## src/rtl/dense_score_engine.sv

```systemverilog
// ---------------------------------------------------------------------------
// dense_score_engine
//   Single dense layer scorer: streams N_IN pixels from an external
//   combinational-read image memory, multiplies each pixel by one signed
//   weight per class and accumulates all N_CLASSES scores in parallel.
//   The class with the largest score is then found with a one-class-per-cycle
//   scan and reported.
//
//   Per-inference timeline (A = edge that accepts start):
//     ACCUM  : N_IN cycles, pix_addr = pixel counter
//     ARGMAX : N_CLASSES cycles
//     DONE   : 1 cycle, done=1, pred_valid/pred_class already updated
//     IDLE   : start accepted again
//
// Ports
//   clk, reset  : rising-edge clock, synchronous active-high reset
//   start       : request an inference, only looked at in IDLE
//   pix_addr    : pixel index (0 outside ACCUM)
//   pix_data    : unsigned pixel at pix_addr, same cycle
//   wgt_data    : per-class signed weights for pix_addr, class k at [k*WGT_W +: WGT_W]
//   busy        : high in ACCUM and ARGMAX
//   done        : one-cycle completion pulse
//   scores      : registered signed scores, class k at [k*ACC_W +: ACC_W]
//   pred_class  : index of the maximum score (lowest index on ties)
//   pred_valid  : scores/pred_class belong to the last completed inference
// ---------------------------------------------------------------------------

// One class lane: acc + sext(pixel * weight), wrapping or clamping.
module dense_score_lane #(
    parameter int PIX_W    = 8,
    parameter int WGT_W    = 8,
    parameter int ACC_W    = 32,
    parameter int SATURATE = 0
) (
    input  logic [PIX_W-1:0] pix,
    input  logic [WGT_W-1:0] wgt,
    input  logic [ACC_W-1:0] acc,
    output logic [ACC_W-1:0] sum
);
    localparam int PROD_W = PIX_W + WGT_W + 1;
    localparam int SUM_W  = ACC_W + 1;

    logic signed [PROD_W-1:0] prod;
    logic signed [SUM_W-1:0]  wide;
    logic                     ovf;

    always_comb begin
        // Pixel is unsigned: prepend a zero so the signed multiply treats it as positive.
        prod = PROD_W'($signed({1'b0, pix})) * PROD_W'($signed(wgt));
        // One guard bit is enough to see overflow of a single add.
        wide = SUM_W'(prod) + SUM_W'($signed(acc));
        ovf  = wide[ACC_W] ^ wide[ACC_W-1];
        if ((SATURATE != 0) && ovf)
            sum = wide[ACC_W] ? {1'b1, {(ACC_W-1){1'b0}}} : {1'b0, {(ACC_W-1){1'b1}}};
        else
            sum = wide[ACC_W-1:0];
    end
endmodule

module dense_score_engine #(
    parameter int N_IN      = 784,
    parameter int N_CLASSES = 10,
    parameter int PIX_W     = 8,
    parameter int WGT_W     = 8,
    parameter int ACC_W     = 32,
    parameter int SATURATE  = 0
) (
    input  logic                          clk,
    input  logic                          reset,
    input  logic                          start,
    output logic [31:0]                   pix_addr,
    input  logic [PIX_W-1:0]              pix_data,
    input  logic [N_CLASSES*WGT_W-1:0]    wgt_data,
    output logic                          busy,
    output logic                          done,
    output logic [N_CLASSES*ACC_W-1:0]    scores,
    output logic [$clog2(N_CLASSES)-1:0]  pred_class,
    output logic                          pred_valid
);
    localparam int IDX_W = $clog2(N_CLASSES);

    typedef enum logic [1:0] {S_IDLE, S_ACCUM, S_ARGMAX, S_DONE} state_t;

    state_t                            state_q, state_d;
    logic [31:0]                       cnt_q, cnt_d;
    logic [N_CLASSES-1:0][ACC_W-1:0]   score_q, score_d;
    logic [N_CLASSES-1:0][ACC_W-1:0]   lane_sum;
    logic [IDX_W-1:0]                  best_idx_q, best_idx_d;
    logic [ACC_W-1:0]                  best_val_q, best_val_d;
    logic [IDX_W-1:0]                  pred_class_q, pred_class_d;
    logic                              pred_valid_q, pred_valid_d;

    logic [IDX_W-1:0]                  scan_idx;
    logic [ACC_W-1:0]                  scan_val;
    logic                              scan_take;
    logic                              accum_last, scan_last;

    // Per-class MAC lanes
    for (genvar g = 0; g < N_CLASSES; g++) begin : g_lane
        dense_score_lane #(
            .PIX_W   (PIX_W),
            .WGT_W   (WGT_W),
            .ACC_W   (ACC_W),
            .SATURATE(SATURATE)
        ) u_lane (
            .pix(pix_data),
            .wgt(wgt_data[g*WGT_W +: WGT_W]),
            .acc(score_q[g]),
            .sum(lane_sum[g])
        );
    end

    assign accum_last = (cnt_q == 32'(N_IN - 1));
    assign scan_last  = (cnt_q == 32'(N_CLASSES - 1));
    assign scan_idx   = cnt_q[IDX_W-1:0];
    assign scan_val   = score_q[scan_idx];
    // First class seeds the running max; strict > keeps the lowest index on ties.
    assign scan_take  = (cnt_q == 32'd0) || ($signed(scan_val) > $signed(best_val_q));

    // State register
    always_ff @(posedge clk) begin
        if (reset) begin
            state_q      <= S_IDLE;
            cnt_q        <= '0;
            score_q      <= '0;
            best_idx_q   <= '0;
            best_val_q   <= '0;
            pred_class_q <= '0;
            pred_valid_q <= 1'b0;
        end else begin
            state_q      <= state_d;
            cnt_q        <= cnt_d;
            score_q      <= score_d;
            best_idx_q   <= best_idx_d;
            best_val_q   <= best_val_d;
            pred_class_q <= pred_class_d;
            pred_valid_q <= pred_valid_d;
        end
    end

    // Next-state logic
    always_comb begin
        state_d = state_q;
        case (state_q)
            S_IDLE:   if (start)      state_d = S_ACCUM;
            S_ACCUM:  if (accum_last) state_d = S_ARGMAX;
            S_ARGMAX: if (scan_last)  state_d = S_DONE;
            S_DONE:                   state_d = S_IDLE;
            default:                  state_d = S_IDLE;
        endcase
    end

    // Datapath / register updates
    always_comb begin
        cnt_d        = cnt_q;
        score_d      = score_q;
        best_idx_d   = best_idx_q;
        best_val_d   = best_val_q;
        pred_class_d = pred_class_q;
        pred_valid_d = pred_valid_q;
        case (state_q)
            S_IDLE: begin
                if (start) begin
                    cnt_d        = '0;
                    score_d      = '0;
                    pred_valid_d = 1'b0;
                end
            end
            S_ACCUM: begin
                score_d = lane_sum;
                cnt_d   = accum_last ? 32'd0 : cnt_q + 32'd1;
            end
            S_ARGMAX: begin
                if (scan_take) begin
                    best_idx_d = scan_idx;
                    best_val_d = scan_val;
                end
                cnt_d = cnt_q + 32'd1;
                if (scan_last) begin
                    // Result is visible during the DONE cycle alongside done.
                    pred_class_d = scan_take ? scan_idx : best_idx_q;
                    pred_valid_d = 1'b1;
                    cnt_d        = '0;
                end
            end
            default: ;
        endcase
    end

    // Outputs
    always_comb begin
        busy       = (state_q == S_ACCUM) || (state_q == S_ARGMAX);
        done       = (state_q == S_DONE);
        pix_addr   = (state_q == S_ACCUM) ? cnt_q : 32'd0;
        scores     = score_q;
        pred_class = pred_class_q;
        pred_valid = pred_valid_q;
    end
endmodule

```

## config.mk

```make
export PLATFORM = sky130hd
export DESIGN_NAME = dense_score_engine
export DESIGN_NICKNAME = d
export VERILOG_FILES = /design/src/rtl/dense_score_engine.sv
export SDC_FILE = /design/constraint.sdc
export NUM_CORES = 2
export LEC_CHECK = 0
export BUFFER_PORTS_ARGS = -buffer_cell sky130_fd_sc_hd__buf_2
export CAP_MARGIN = 20
export CORE_MARGIN = 2
export CORE_UTILIZATION = 55
export DETAILED_ROUTE_END_ITERATION = 16
export PLACE_DENSITY = 0.75
export SYNTH_ARGS = -nofsm -noshare
export SYNTH_HDL_FRONTEND = slang
export SYNTH_SLANG_ARGS = --single-unit
```

## constraint.sdc

```tcl
create_clock -name clk -period 17.8 [get_ports clk]
set_input_delay 5.34 -clock clk [delete_from_list [all_inputs] [get_ports clk]]
set_output_delay 5.34 -clock clk [all_outputs]
set_load 0.05 [all_outputs]
```

==> metrics.cfg <==
[sta]
tightestPinTransition_ns = 1.128
timing.fmax_mhz = 82.98
rsz0062_at_grt = false
fin_crit_sh_pct = 67.71
setup_tns_ns = 0
setup_ws_ns = 5.748
finalSetupViolCount = 0
maxSlewHeadroom_pct = 24.78
hold_viol = 0
timing.final.crit_period_ns = 12.05
fin_skew_ns = 0.03899
finalMaxSlewViolations = 0

[cts]
cts-resized-gates = 0
cts_buffer_depth = 3
cts.reportedPaths.clkPinSlew_ns = 0.07
cts_hold_buf = 0
clk_latency_ns = 0.68
root_buffer = clkbuf_16
clkSinkCount = 395
cts_tree = built
cts_setup_buffers = 0
cts_made_buffers = 53
h-tree-depth = 2

[final_layout]
final_common_cell = ha_1
register_area_sq_um = 7916
layout.cells.non_filler = 7837
synthToLayoutAreaGrowth_pct = 9.111
layout.nets = 8208
final_util_pct = 60.54
final_layout_size_suffix_gt1_share_pct = 10.75
layout_common_cells = 1,120 x ha_1, 729 x inv_1, 542 x nand2_1
multi_input_area_sq_um = 44000
stdcell_area_sq_um = 60630
fill_cells = 8628

[global_routing]
grtUsageTotal_pct = 32.89
grt-ovfl-total = 0
grt_pass1_vias = 47786
grt_pass1_wl_microns = 266100
antenna_found_initial = 19
grt_max_degree = 87

[power]
power_frac_comb_pct = 73.3
power_switching_share_pct = 53.80
p_int_uw = 4469
clockPowerShare_pct = 11.8
seq_power_share_pct = 15.0
p_leak_uw = 0.03176
p_per_area_nw_per_um2 = 159.6
switchingPower_uw = 5204
vdd.ir_drop.worst_mv = 0.1116

[synth]
synth_seq_cells = 395
syn_avg_cell_area_sq_um = 8.963
muxShareOfSynthArea_pct = 3.256
postSynth.asyncResetShare_pct = 0
yosys.area_share.adder_pct = 43.67
ys_warn_count = 0
synth_area_sq_um = 55560
synth_xor_area_share_pct = 4.839
yosysSeqAreaShare_pct = 14.23
synth.distinct_cells = 88
synth_ff_type = dfxtp_1
synth_enable_flop_cells = 0
synth-compound-area-share_pct = 13.51
synth_top_family_by_area = adder cells
synthesis.nets = 7922
synth_simple_gate_area_share_pct = 13.83
synthCells = 6199

[placed_design]
place_area_sq_um = 58800
post-place-ws_ns = 5.340
routabilityCongestion = 0.9468
portBuffers = 449
hpwl_microns = 131900
post-place-cells = 7728

[floorplan]
dieArea_sq_um = 103600
die_h_microns = 321.8
io_pins = 450
die-width_microns = 321.8
num_rows = 116
coreArea_sq_um = 100100
start_util_pct = 55.48

[worst_setup_path]
cp_slowest_stage_delay_ns = 0.70
crit_slowest_cell = buf_2
required_ns = 18.31
cpMostUsedCell = fa_1
crit_path_cell_trace = buf_2 > buf_4 > nand2_1 > fa_1 > inv_1 > fa_1 > ha_1 > inv_1 > fa_1 > inv_1 > ha_1 > ha_1 > fa_1 > a211oi_1 > o21a_1 > o31ai_1 > a221o_1 > a311o_1 > o41a_1 > a221o_1 > a21oi_1 > xor2_1 > o21ai_1
worstPathMaxFanout = 44
cp-end-kind = flip-flop
arrival_ns = 12.57
cp-start-kind = input port
path_class = in2reg

[drt]
drc = 0
drt-total-wl_microns = 169700
wire_per_inst_microns = 21.66
first_pass_iters = 6
routed_via_density = 6.025
ant_nets = 0
via_count = 47217
drt_iter0_drc = 3703

[hold_path]
hp-class = reg2reg

[run_status]
status = finished clean

[run]
max_cap_viol_count = 0

-- cells in the mapped netlist, drive strengths merged, types with 18 or more instances --
cell type / instances / area (sq um)
o211ai: 19 / 142.6
a31oi: 27 / 175.2
nand2b: 50 / 315.3
and2: 334 / 2090
o21a: 27 / 202.7
ha: 1120 / 14010
xnor2: 180 / 1577
a221oi: 36 / 321.6
fa: 512 / 10250
xor2: 127 / 1112
inv: 730 / 2740
o21bai: 36 / 270.3
a22oi: 166 / 1246
mux2: 22 / 247.7
nand3: 58 / 295.3
or3: 22 / 137.6
dfxtp: 395 / 7908
nand4: 26 / 162.7
nand2: 542 / 2034
mux4: 64 / 1441
nor2b: 31 / 193.9
nor3: 41 / 205.2
a211oi: 32 / 245.2
buf: 38 / 158.9
o21ai: 244 / 1221
clkbuf: 215 / 807.0
nor2: 449 / 1685
o31ai: 18 / 135.1
and3: 32 / 200.2
a21o: 126 / 945.9
a21oi: 306 / 1546
-- final cells by class --
class	count	area share [%]
Clock inverter	23	0.4190
Tap cell	1298	2.679
Timing Repair Buffer	484	4.159
Inverter	730	4.520
Multi-Input combinational cell	4821	72.58
Antenna cell	10	0.04128
Sequential cell	395	13.06
Clock buffer	76	2.545
-- routing by layer --
layer  vias to the layer above  track usage [%]  share of wire, %
met4                        16            16.56               5.5
met5                         -                0             0.057
met1                     23217            40.90                40
met2                      1849            53.76                46
li1                      21670                -                 -
met3                       465            7.250               8.9
-- power by group through the flow --
stage	combinational, uW	sequential, uW	clock (uW)
global placement	6790	1450	0
detailed placement	6940	1450	0
global route	7860	1460	1190
CTS	7030	1430	1150
floorplan	4720	1920	0
finish	7090	1450	1140
-- flip-flops by register name, summed over array words and instances (netlist names) --
name / count
scores: 320
best_val_q: 32
cnt_q: 32
best_idx_q: 4
pred_class: 4
state_q: 2
pred_valid: 1
-- logic make-up (layout without fill, tap and decap cells) --
group,count (synthesis),after routing
AND/OR/NAND/NOR,1635,1635
adder cells (fa/ha/maj),1632,1632
AO/OA/AOI/OAI,1149,1149
buffers and inverters,983,1313
flip-flops,395,395
XOR/XNOR,307,307
multiplexers,98,98
other,0,10
-- critical path: cells and delay by family --
family                     cells  cell delay, ns
xor gates and xnor gates       1            0.18
and+or+nand+nor                1            0.16
AOI/OAI and AO/OA              9            2.54
adders and majority gates      7            2.77
buffers and inverters          5            1.51
-- stage by stage --
step           power, uW  hold WS, ns
2_1_floorplan       6646       0.4596
3_3_place_gp        8234       0.4745
3_5_place_dp        8394       0.4859
4_1_cts             9618       0.4959
5_1_grt            10510       0.5156
6_report            9673       0.4891
-- path summary, 6_finish.rpt --
path	slack, ns	start	end	depth (start not counted)
setup reg to reg	11.43	scores[228]	scores[254]	21
hold / removal	0.49	scores[31]	scores[31]	2
setup / recovery	5.75	pix_data[4]	scores[254]	23
hold reg to reg	0.49	scores[31]	scores[31]	2
Power figures use the tool's default switching activity.
